**src/rtl/id_ex_stage.sv**
```systemverilog
// ID/EX pipeline register with load-use hazard detection, branch flush and execute hold.
// Optional stall/flush event counters are enabled with `define ID_EX_STATS_EN.
module id_ex_stage #(
  parameter int DATA_W = 32,
  parameter int REG_AW = 5,
  parameter int CTRL_W = 10
) (
  input  logic              clk,
  input  logic              reset,
  input  logic              id_valid,
  input  logic [REG_AW-1:0] id_rs,
  input  logic [REG_AW-1:0] id_rt,
  input  logic              id_uses_rt,
  input  logic [REG_AW-1:0] id_wr_reg,
  input  logic [DATA_W-1:0] id_rd1,
  input  logic [DATA_W-1:0] id_rd2,
  input  logic [DATA_W-1:0] id_imm,
  input  logic [CTRL_W-1:0] id_ctrl,
  input  logic              flush,
  input  logic              ex_hold,
  output logic              ex_valid,
  output logic [REG_AW-1:0] ex_rs,
  output logic [REG_AW-1:0] ex_rt,
  output logic [REG_AW-1:0] ex_wr_reg,
  output logic [DATA_W-1:0] ex_rd1,
  output logic [DATA_W-1:0] ex_rd2,
  output logic [DATA_W-1:0] ex_imm,
  output logic [CTRL_W-1:0] ex_ctrl,
`ifdef ID_EX_STATS_EN
  output logic [31:0]       stall_cnt,
  output logic [31:0]       flush_cnt,
`endif
  output logic              stall
);

  logic hazard;
  logic bubble;

  // Only a load in EX can hazard; a destination of $0 is never really written.
  always_comb begin
    hazard = id_valid & ex_valid & ex_ctrl[1] & (ex_wr_reg != '0) &
             ((id_rs == ex_wr_reg) | (id_uses_rt & (id_rt == ex_wr_reg)));
    stall  = hazard | ex_hold;
    bubble = flush | hazard | ~id_valid;
  end

  always_ff @(posedge clk) begin
    if (!reset) begin
      ex_valid  <= 1'b0;
      ex_rs     <= '0;
      ex_rt     <= '0;
      ex_wr_reg <= '0;
      ex_rd1    <= '0;
      ex_rd2    <= '0;
      ex_imm    <= '0;
      ex_ctrl   <= '0;
    end else if (!ex_hold) begin
      if (bubble) begin
        ex_valid  <= 1'b0;
        ex_rs     <= '0;
        ex_rt     <= '0;
        ex_wr_reg <= '0;
        ex_rd1    <= '0;
        ex_rd2    <= '0;
        ex_imm    <= '0;
        ex_ctrl   <= '0;
      end else begin
        ex_valid  <= 1'b1;
        ex_rs     <= id_rs;
        ex_rt     <= id_rt;
        ex_wr_reg <= id_wr_reg;
        ex_rd1    <= id_rd1;
        ex_rd2    <= id_rd2;
        ex_imm    <= id_imm;
        ex_ctrl   <= id_ctrl;
      end
    end
  end

`ifdef ID_EX_STATS_EN
  always_ff @(posedge clk) begin
    if (!reset) begin
      stall_cnt <= '0;
      flush_cnt <= '0;
    end else begin
      if (hazard && !ex_hold && stall_cnt != '1)
        stall_cnt <= stall_cnt + 32'd1;
      if (flush && id_valid && !ex_hold && flush_cnt != '1)
        flush_cnt <= flush_cnt + 32'd1;
    end
  end
`endif

endmodule

```
**config.mk**
```make
export PLATFORM = sky130hd
export DESIGN_NAME = id_ex_stage
export DESIGN_NICKNAME = d
export VERILOG_FILES = /design/src/rtl/id_ex_stage.sv
export SDC_FILE = /design/constraint.sdc
export NUM_CORES = 1
export LEC_CHECK = 0
export BUFFER_PORTS_ARGS = -buffer_cell sky130_fd_sc_hd__buf_2
export CORE_MARGIN = 4
export CORE_UTILIZATION = 51
export DETAILED_ROUTE_END_ITERATION = 8
export GPL_ROUTABILITY_DRIVEN = 0
export MAX_ROUTING_LAYER = met4
export PLACE_DENSITY = 0.85
export SYNTH_ARGS = -nofsm -noshare
export SYNTH_HDL_FRONTEND = slang
export SYNTH_SLANG_ARGS = --single-unit
```
**constraint.sdc**
```tcl
create_clock -name clk -period 4.7 [get_ports clk]
set_input_delay 0.47 -clock clk [delete_from_list [all_inputs] [get_ports clk]]
set_output_delay 0.47 -clock clk [all_outputs]
set_load 0.01 [all_outputs]
```
* Word-level counts from Yosys, hierarchy flattened
Cells that the tools add are included.
** Word-level totals
- Flip-flop bits (word level) :: 122
- Output and inout bits :: 123
** Operators by class
- Equality and inequality tests :: 2
- Muxes and demuxes :: 8
- Bitwise operators :: 10
- Reductions and logical operators :: 1
** Operator list (number)
- $mux W32 :: 3
- $mux W5 :: 3
- $eq A5 B5 Y1 :: 2
- $mux W10 :: 1
- $and A1 B1 Y1 :: 5
- $reduce_bool A5 Y1 :: 1
- $or A1 B1 Y1 :: 4
- $mux W1 :: 1
- $not A1 Y1 :: 1

* Depth between registers and ports, before layout
Gate-level depths: netlist of the first run.
- Word-level depth :: 7
- Gate-level depth with buffers :: 6
- Mapped depth without buffers :: 4

* Worst setup path after synthesis of the first run
Ideal clock, no wire load.
- Path kind :: reg2out
- Start :: register ex_wr_reg[0]
- End :: output port stall
- Arrival time :: 1619 ps
- Slack :: 2611 ps
- Cell stages (with the launch flop) :: 6
- Buffers on the path :: 2
- Cell sequence :: dfxtp_1 or4_1 o2111ai_2 buf_4 buf_4 o21ai_0
** On the way
- Longest elaborated chain between the ends :: 5
- Elaborated cells between the ends (all ways) :: 8
- Those cells by class :: 2 x eq/ne; 5 x bitwise; 1 x reduce/logical
** RTL lines
- start, declared :: RTL line 24 : output logic [REG_AW-1:0] ex_wr_reg,
- start signal, assigned :: RTL line 71 : ex_wr_reg <= id_wr_reg;
- $eq A5 B5 Y1 :: RTL line 42 : ((id_rs == ex_wr_reg) | (id_uses_rt & (id_rt == ex_wr_reg)));
- $and A1 B1 Y1 :: RTL line 42
- $or A1 B1 Y1 :: RTL line 42
- $and A1 B1 Y1 * :: RTL line 41 : hazard = id_valid & ex_valid & ex_ctrl[1] & (ex_wr_reg != '0) &
- $or A1 B1 Y1 * :: RTL line 43 : stall = hazard | ex_hold;
- end, declared :: RTL line 33 : output logic stall
Mark *: on every way between the ends. The rest lies on a longest branch, timed or not.

* Final worst setup path of the first run
Ends and elaborated chain as after synthesis.

==> results of run 1 <==
==> per-layer routing <==
metal  wire [um]  share of wire (%)  global-route usage (%)  up-vias
met4         478                2.8                    10.8        0
met2        8260                 49                    41.9      235
li1            -                  -                       -     2598
met1        6970                 41                    32.7     2676
met3        1240                7.3                    5.72       36
met5           0                  0                       -        -
==> worst register-to-register path, cell delays in order (launching register included) <==
cell and delay (ns):
dfxtp_1 0.49, xor2_1 0.22, nor4_1 0.11, a32oi_4 0.74, buf_4 0.92, a21o_1 0.25
==> cell usage in the layout, fill, tap and decap left out, types with 3 or more instances in the layout <==
cell	count
buf_2	249
and3_1	121
clkinv_2	4
dfxtp_1	122
clkbuf_16	16
bufinv_16	4
a22o_1	122
clkbuf_8	3
xor2_1	9
clkinvlp_4	3
a21o_1	122
buf_4	6
==> power groups by stage <==
stage / combinational (mW) / sequential (mW) / clock, mW
2_1_floorplan: 0.133 / 1.16 / 0
3_3_place_gp: 0.282 / 1.13 / 0
3_5_place_dp: 0.290 / 1.14 / 0
4_1_cts: 0.292 / 1.11 / 1.36
5_1_grt: 0.316 / 1.12 / 1.42
6_report: 0.291 / 1.12 / 1.34
==> kinds of logic after synthesis <==
logic type / count (synthesis) / share of synthesized area [%]
AO/OA/AOI/OAI: 247 / 35.7
flip-flops: 122 / 43.3
AND/OR/NAND/NOR: 128 / 14.2
buffers and inverters: 67 / 5.26
XOR/XNOR: 10 / 1.55
==> path summary, 6_finish.rpt <==
path / start / to / slack, ns / cells past startpoint
worst min-delay path: id_rd1[23] / ex_rd1[23]$_SDFFE_PN0N_ / 0.34 / 3
worst max-delay path: ex_wr_reg[0]$_SDFFE_PN0N_ / stall / 1.72 / 5
worst min register to register: ex_rd1[15]$_SDFFE_PN0N_ / ex_rd1[15]$_SDFFE_PN0N_ / 0.55 / 2
worst max register to register: ex_wr_reg[4]$_SDFFE_PN0N_ / ex_rd2[10]$_SDFFE_PN0N_ / 1.92 / 5
==> per-stage QoR <==
| step | power (mW) | setup WS, ns | util, % |
|---|---|---|---|
| floorplan | 1.29 | 2.61 | - |
| global placement | 1.42 | 2.01 | 63.2 |
| detailed placement | 1.43 | 1.91 | 63.2 |
| CTS | 2.77 | 1.69 | 68.9 |
| global route | 2.86 | 1.58 | 68.9 |
| finish | 2.75 | 1.72 | 68.9 |
==> cell type report <==
type	instances	area, um2	share of cell area (%)
antenna	1	2.50	0.0335
clock inverter	12	171	2.30
sequential	122	2440	32.7
inverter	1	3.75	0.0503
timing repair buffer	255	1290	17.3
clock buffer	20	445	5.97
tap	140	175	2.35
multi-input combinational	385	2940	39.3
==> results.py, run 1 <==
metrics = {
    "clock_tree": {
        "cts_root_buf": "clkbuf_8",
        "cts_sinks": 122,
        "cts_tree": "built",
        "numCtsBuffers": 17,
        "post_cts_buffers": 0,
        "clk_latency_ns": 0.50,
        "h-tree-depth": 4,
        "cts_resized": 0,
        "clk_pin_slew_ns": 0.06,
        "hold_buffers": 0,
        "cts_buffer_depth": 2,
    },
    "synth": {
        "synth_warnings": 0,
        "syn-cell-area_um2": 5640,
        "syn_nets": 701,
        "synth_common_cells": "122 x a21o_1, 122 x a22o_1, 122 x dfxtp_1",
        "async_flop_share_pct": 0,
        "netlist.area_leader.share_pct": 43.3,
        "synth.distinct_cells": 19,
        "syn_inst": 574,
        "ys_seq_area_share_pct": 43.3,
        "synth-edff-count": 0,
        "synth_area_leaders": "dfxtp_1 43%, a22o_1 19%, a21o_1 16%",
        "ys_ff_latch": 122,
        "synth_area_per_cell_um2": 9.83,
        "ys.flop_type": "dfxtp_1",
        "netlist.top_cell.by_area": "dfxtp_1",
    },
    "floorplan": {
        "die_x_um": 113,
        "core-area_um2": 10800,
        "top_level_ports": 250,
        "dieHeight_um": 113,
        "die_area_um2": 12800,
        "start_util_pct": 52.0,
        "rows": 38,
    },
    "placed_design": {
        "place.port_buffers": 249,
        "post-dp-hpwl_mm": 11.0,
        "placed_area_um2": 6850,
        "place_inst": 903,
    },
    "timing": {
        "hold_ws_ns": 0.336,
        "setup_tns_ns": 0,
        "relSlewSlack_pct": 11.2,
        "hold_viol_final": 0,
        "period_share_pct": 63.4,
        "finalSetupViolations": 0,
        "worstMarginPinSlew_ns": 1.33,
        "period_needed_ns": 2.98,
        "fmax_mhz": 336,
        "rsz0062_at_grt": "no",
        "maxSlewViolCount": 0,
        "skew_ns": 0.00681,
    },
    "finish": {
        "design_area_um2": 7470,
        "layout-drive-gt1-share_pct": 36.6,
        "area_delta_synth_final_pct": 32.4,
        "fill_cells": 828,
        "nNetsFinal": 909,
        "stdcell_count": 936,
        "top_regs": "ex_imm: 32 flops, ex_rd1: 32 flops, ex_rd2: 32 flops",
    },
    "power_and_ir_drop": {
        "seq_power_share_pct": 40.6,
        "p_sw_share_pct": 23.3,
        "powerDensity_nw_per_um2": 368,
        "irDropWorstVdd_uv": 208,
        "p_sw_uw": 642,
        "power_leakage_nw": 4.99,
        "cellInternalPower_mw": 2.11,
        "pwr-share-comb_pct": 10.6,
        "pwr-share-clk_pct": 48.9,
    },
    "run_status": {
        "run_status": "finished clean",
    },
    "route": {
        "ant_nets": 0,
        "vias_per_cell": 5.92,
        "totalWireLength_mm": 16.9,
        "avgRoutedWirePerCell_um": 18.1,
        "drt_iter0_drc": 537,
        "drcViolationCount": 0,
        "vias": 5545,
        "first_pass_iters": 5,
    },
    "setup_path": {
        "critPathKind": "reg2out",
        "crit_chain": "or4_1 -> o2111ai_4 -> buf_4 -> o21ai_0 -> buf_2",
        "arrival_ns": 2.51,
        "critPathCaptureType": "output port",
        "cp_max_fo": 42,
        "cp_slowest_cell": "or4_1",
        "critPathMaxStageDelay_ns": 0.61,
        "startpoint_type": "flip-flop",
        "crit_family": "buffers and inverters",
        "cp_num_buf_inv": 2,
        "cp.required_ns": 4.23,
    },
    "min_path": {
        "hp-class": "in2reg",
    },
    "grt": {
        "grt_max_degree": 98,
        "grt_overflow": 0,
        "grt_pass1_vias": 5430,
        "antenna_found_initial": 0,
        "grt_pass1_wl_mm": 27.0,
        "track_usage_pct": 26.4,
    },
    "job": {
        "max_cap_viol_count": 0,
    },
}
Power figures use the tool's default switching activity.
==> run 2: changes to the inputs <==
- CORE_UTILIZATION: 51 -> 43
- PLACE_DENSITY: 0.85 -> 0.77
- clock period: 4.7 -> 2.7 ns (I/O delays scaled with it)
==> results.py, run 2 (synthesis gave the netlist of run 1 again) <==
metrics = {
    "timing": {
        "worstMarginPinSlew_ns": 0.700,
        "period_needed_ns": 2.42,
        "setup_tns_ns": 0,
        "hold_viol_final": 0,
        "maxSlewViolCount": 0,
        "period_share_pct": 89.5,
        "finalSetupViolations": 0,
        "rsz0062_at_grt": "no",
        "fin_ws_ns": 0.284,
        "skew_ns": 0.00682,
        "fmax_mhz": 414,
        "relSlewSlack_pct": 53.3,
    },
    "route": {
        "vias": 5497,
        "vias_per_cell": 5.66,
        "ant_nets": 0,
        "totalWireLength_mm": 16.9,
        "drcViolationCount": 0,
        "drt_iter0_drc": 399,
        "first_pass_iters": 5,
        "avgRoutedWirePerCell_um": 17.4,
    },
    "placed_design": {
        "post-dp-hpwl_mm": 11.3,
        "place.port_buffers": 249,
        "place_ws_ns": 0.549,
    },
    "power_and_ir_drop": {
        "pwr-share-clk_pct": 49.7,
        "powerDensity_nw_per_um2": 642,
        "power_leakage_nw": 5.06,
        "pwr-share-comb_pct": 10.6,
        "irDropWorstVdd_uv": 361,
        "p_sw_share_pct": 22.3,
        "cellInternalPower_mw": 3.81,
        "p_sw_mw": 1.09,
        "seq_power_share_pct": 39.7,
    },
    "clock_tree": {
        "cts_sinks": 122,
        "cts_buffer_depth": 2,
        "post_cts_buffers": 0,
        "clk_latency_ns": 0.41,
        "cts_tree": "built",
        "numCtsBuffers": 17,
        "h-tree-depth": 4,
        "hold_buffers": 0,
        "cts_root_buf": "clkbuf_16",
        "clk_pin_slew_ns": 0.05,
        "cts_resized": 0,
    },
    "setup_path": {
        "startpoint_type": "flip-flop",
        "reg2reg_depth": 5,
        "cp.required_ns": 2.43,
        "cp_max_fo": 13,
        "critPathKind": "reg2out",
        "arrival_ns": 2.15,
        "critPathCaptureType": "output port",
    },
    "grt": {
        "antenna_found_initial": 0,
        "grt_overflow": 0,
        "grt_pass1_wl_mm": 26.0,
        "grt_max_degree": 66,
        "grt_pass1_vias": 5296,
        "track_usage_pct": 22.1,
    },
    "min_path": {
        "whs_path_depth": 3,
        "hp-class": "in2reg",
    },
    "finish": {
        "area_delta_synth_final_pct": 35.3,
        "final_common_cell": "buf_2",
        "antenna_cells": 0,
        "nNetsFinal": 913,
        "top_regs": "ex_imm: 32 flops, ex_rd1: 32 flops, ex_rd2: 32 flops",
        "layout-drive-gt1-share_pct": 36.7,
        "most-common-layout-cells": "249 x buf_2, 122 x a22o_1, 122 x a21o_1, 122 x dfxtp_1, 121 x and3_1",
    },
    "floorplan": {
        "dieHeight_um": 123,
        "start_util_pct": 44.3,
        "rows": 41,
        "core-area_um2": 12700,
        "die_area_um2": 15000,
        "die_x_um": 123,
        "top_level_ports": 250,
    },
    "run_status": {
        "run_status": "finished clean",
    },
    "job": {
        "max_cap_viol_count": 0,
    },
}
[run 2: cell types whose count changed in the layout (fill, tap and decap cells not counted)]
cell / delta
buf_12: +6
clkbuf_1: +2
clkinv_4: -1
clkinvlp_4: -3
buf_4: -2
clkbuf_16: +1
clkinv_2: -1
clkbuf_8: +2
diode_2: -1
[run 2: worst max-delay path: stages (launching register included)]
cell     delay [ns]
dfxtp_1        0.48
xor2_1         0.12
nor4_1         0.41
a32oi_4        0.34
o21ai_0        0.23
buf_2          0.16
[run 2: power groups by stage]
stage / clock (mW) / combinational, mW / sequential (mW)
final: 2.43 / 0.520 / 1.94
after global routing: 2.57 / 0.565 / 1.95
after CTS: 2.48 / 0.523 / 1.94
after detailed placement: 0 / 0.520 / 1.98
after global placement: 0 / 0.507 / 1.97
after floorplan: 0 / 0.232 / 2.01
[run 2: area by class of cell]
class / count / area, um2
flip-flops and latches: 122 / 2440
fillers: 1132 / 5090
clock buffers: 25 / 505
inverters: 1 / 3.75
multi-input cells: 385 / 2940
well taps: 172 / 215
clock inverters: 7 / 135
repair buffers: 259 / 1400
[run 2: routing by layer]
metal	part of all wire [%]	global-route usage (%)	vias to the layer above
li1	-	-	2609
met1	40	26.5	2601
met2	49	35.0	226
met3	6.4	4.93	61
met4	3.9	11.0	0
met5	0	-	-
[run 2: path summary, 6_finish.rpt]
path,start,endpoint,slack (ns)
worst max register to register,ex_wr_reg[0]$_SDFFE_PN0N_,ex_rs[2]$_SDFFE_PN0N_,0.52
worst max-delay path,ex_wr_reg[4]$_SDFFE_PN0N_,stall,0.28
worst min register to register,ex_imm[7]$_SDFFE_PN0N_,ex_imm[7]$_SDFFE_PN0N_,0.55
worst min-delay path,id_rd2[7],ex_rd2[7]$_SDFFE_PN0N_,0.23
[run 2: metrics by stage]
| stage | hold slack (ns) | total power [mW] | cells | utilization, % | cell area (um2) |
|---|---|---|---|---|---|
| 6_report | 0.227 | 4.90 | 971 | 60.0 | 7630 |
| 3_3_place_gp | 0.529 | 2.48 | 939 | 55.0 | 6990 |
| 4_1_cts | 0.208 | 4.95 | 971 | 60.0 | 7630 |
| 5_1_grt | 0.216 | 5.09 | 971 | 60.0 | 7630 |
| 2_1_floorplan | 0.549 | 2.25 | 574 | - | 5640 |
| 3_5_place_dp | 0.533 | 2.50 | 939 | 55.0 | 6990 |
==> run 3: changes to the inputs <==
- REMOVE_ABC_BUFFERS: unset -> 1
==> results.py, run 3 (synthesis gave the netlist of run 1 again) <==
metrics = {
    "timing": {
        "maxSlewViolCount": 0,
        "fmax_mhz": 400,
        "period_needed_ns": 2.50,
        "period_share_pct": 92.7,
        "hold_viol_final": 0,
        "skew_ns": 0.00793,
        "worstMarginPinSlew_ns": 1.03,
        "relSlewSlack_pct": 31.1,
        "finalSetupViolations": 0,
        "rsz0062_at_grt": "no",
    },
    "placed_design": {
        "post-dp-hpwl_mm": 11.5,
        "placed_area_um2": 6990,
        "place.port_buffers": 249,
        "place_inst": 943,
    },
    "clock_tree": {
        "cts_resized": 0,
        "clk_latency_ns": 0.41,
        "clk_pin_slew_ns": 0.06,
        "cts_sinks": 122,
        "cts_root_buf": "clkbuf_16",
        "h-tree-depth": 4,
        "numCtsBuffers": 17,
        "cts_buffer_depth": 2,
        "cts_tree": "built",
    },
    "floorplan": {
        "core-area_um2": 12700,
        "rows": 41,
        "top_level_ports": 250,
        "die_x_um": 123,
        "start_util_pct": 44.3,
        "dieHeight_um": 123,
        "die_area_um2": 15000,
    },
    "finish": {
        "stdcell_count": 977,
        "most-common-layout-cells": "249 x buf_2, 122 x a22o_1, 122 x a21o_1, 122 x dfxtp_1, 121 x and3_1",
        "utilization_pct": 59.9,
        "final_common_cell": "buf_2",
        "nNetsFinal": 919,
        "top_regs": "ex_imm: 32 flops, ex_rd1: 32 flops, ex_rd2: 32 flops",
        "layout-drive-gt1-share_pct": 37.5,
        "design_area_um2": 7620,
        "antenna_cells": 0,
        "area_delta_synth_final_pct": 35.2,
        "fill_cells": 1122,
    },
    "power_and_ir_drop": {
        "powerDensity_nw_per_um2": 631,
        "p_sw_mw": 1.13,
        "pwr-share-clk_pct": 48.9,
        "irDropWorstVdd_uv": 388,
        "seq_power_share_pct": 40.4,
        "finalPower_mw": 4.81,
        "power_leakage_nw": 5.04,
        "pwr-share-comb_pct": 10.7,
        "cellInternalPower_mw": 3.68,
        "p_sw_share_pct": 23.5,
    },
    "job": {
        "max_cap_viol_count": 0,
    },
    "route": {
        "avgRoutedWirePerCell_um": 17.7,
        "drcViolationCount": 0,
        "first_pass_iters": 5,
        "vias": 5603,
        "vias_per_cell": 5.73,
        "totalWireLength_mm": 17.3,
        "drt_iter0_drc": 444,
        "ant_nets": 0,
    },
    "setup_path": {
        "startpoint_type": "flip-flop",
        "critPathKind": "reg2out",
        "cp.required_ns": 2.43,
        "arrival_ns": 2.23,
        "critPathCaptureType": "output port",
        "cp_max_fo": 5,
    },
    "grt": {
        "grt_overflow": 0,
        "antenna_found_initial": 0,
        "grt_max_degree": 123,
        "track_usage_pct": 23.2,
        "grt_pass1_wl_mm": 27.2,
        "grt_use_met3_pct": 5.62,
        "grt_pass1_vias": 5450,
        "use_met2_pct": 36.5,
        "met1_usage_pct": 28.7,
        "busiest_layer": "met2",
    },
    "run_status": {
        "run_status": "finished clean",
    },
    "min_path": {
        "hp-class": "in2reg",
    },
}
==> run 3: cell count changes in the layout (fill, tap and decap cells not counted) <==
| cell | before | now |
|---|---|---|
| clkbuf_1 | 3 | 0 |
| buf_4 | 4 | 13 |
| bufinv_16 | 4 | 3 |
| clkbuf_8 | 5 | 4 |
| clkinvlp_4 | 0 | 5 |
| buf_12 | 6 | 3 |
==> run 3: layout make-up <==
| type | instances | area [um2] | share of cell area, % |
|---|---|---|---|
| clock inverters | 11 | 143 | 1.87 |
| flip-flops and latches | 122 | 2440 | 32.0 |
| multi-input cells | 385 | 2940 | 38.5 |
| clock buffers | 21 | 480 | 6.30 |
| repair buffers | 265 | 1400 | 18.4 |
| inverters | 1 | 3.75 | 0.0492 |
| well taps | 172 | 215 | 2.82 |
==> run 3: worst max-delay path, cell delays in order (launching register included) <==
cell,delay (ns)
dfxtp_1,0.47
xor2_1,0.11
nor4_1,0.43
a32oi_4,0.22
o21ai_0,0.37
buf_2,0.21
==> run 3: per-layer routing <==
metal | share of wire, % | wire length (um)
met1 | 41 | 7120
met5 | 0 | 0
met2 | 49 | 8520
met3 | 7.4 | 1290
met4 | 2.1 | 362
==> run 3: power groups by stage <==
stage               Combinational, mW  Clock, mW  Sequential, mW
global placement                0.500          0            1.98
global route                    0.560       2.49            1.95
floorplan                       0.211          0            2.01
finish                          0.515       2.35            1.94
detailed placement              0.512          0            1.98
CTS                             0.517       2.40            1.94
==> run 3: stage by stage <==
| stage | setup TNS [ns] | hold slack [ns] | setup slack [ns] |
|---|---|---|---|
| 2_1_floorplan | -377.82 | 0.549 | -4.05 |
| 3_3_place_gp | 0 | 0.528 | 0.559 |
| 3_5_place_dp | 0 | 0.536 | 0.493 |
| 4_1_cts | 0 | 0.206 | 0.0476 |
| 5_1_grt | 0 | 0.221 | 0.0569 |
| 6_report | 0 | 0.225 | 0.198 |
==> run 3: repair_timing <==
item                       4_1_cts  5_1_grt
setup endpoints to repair        0        1
hold buffers                     0        0
setup buffers                    0        2
==> run 3: worst paths after layout <==
check / start / end / slack, ns / cells after the start
setup / recovery: ex_wr_reg[4]$_SDFFE_PN0N_ / stall / 0.20 / 5
hold / removal: id_imm[23] / ex_imm[23]$_SDFFE_PN0N_ / 0.23 / 3
setup reg to reg: ex_wr_reg[4]$_SDFFE_PN0N_ / ex_imm[27]$_SDFFE_PN0N_ / 0.56 / 5
hold reg to reg: ex_imm[22]$_SDFFE_PN0N_ / ex_imm[22]$_SDFFE_PN0N_ / 0.55 / 2
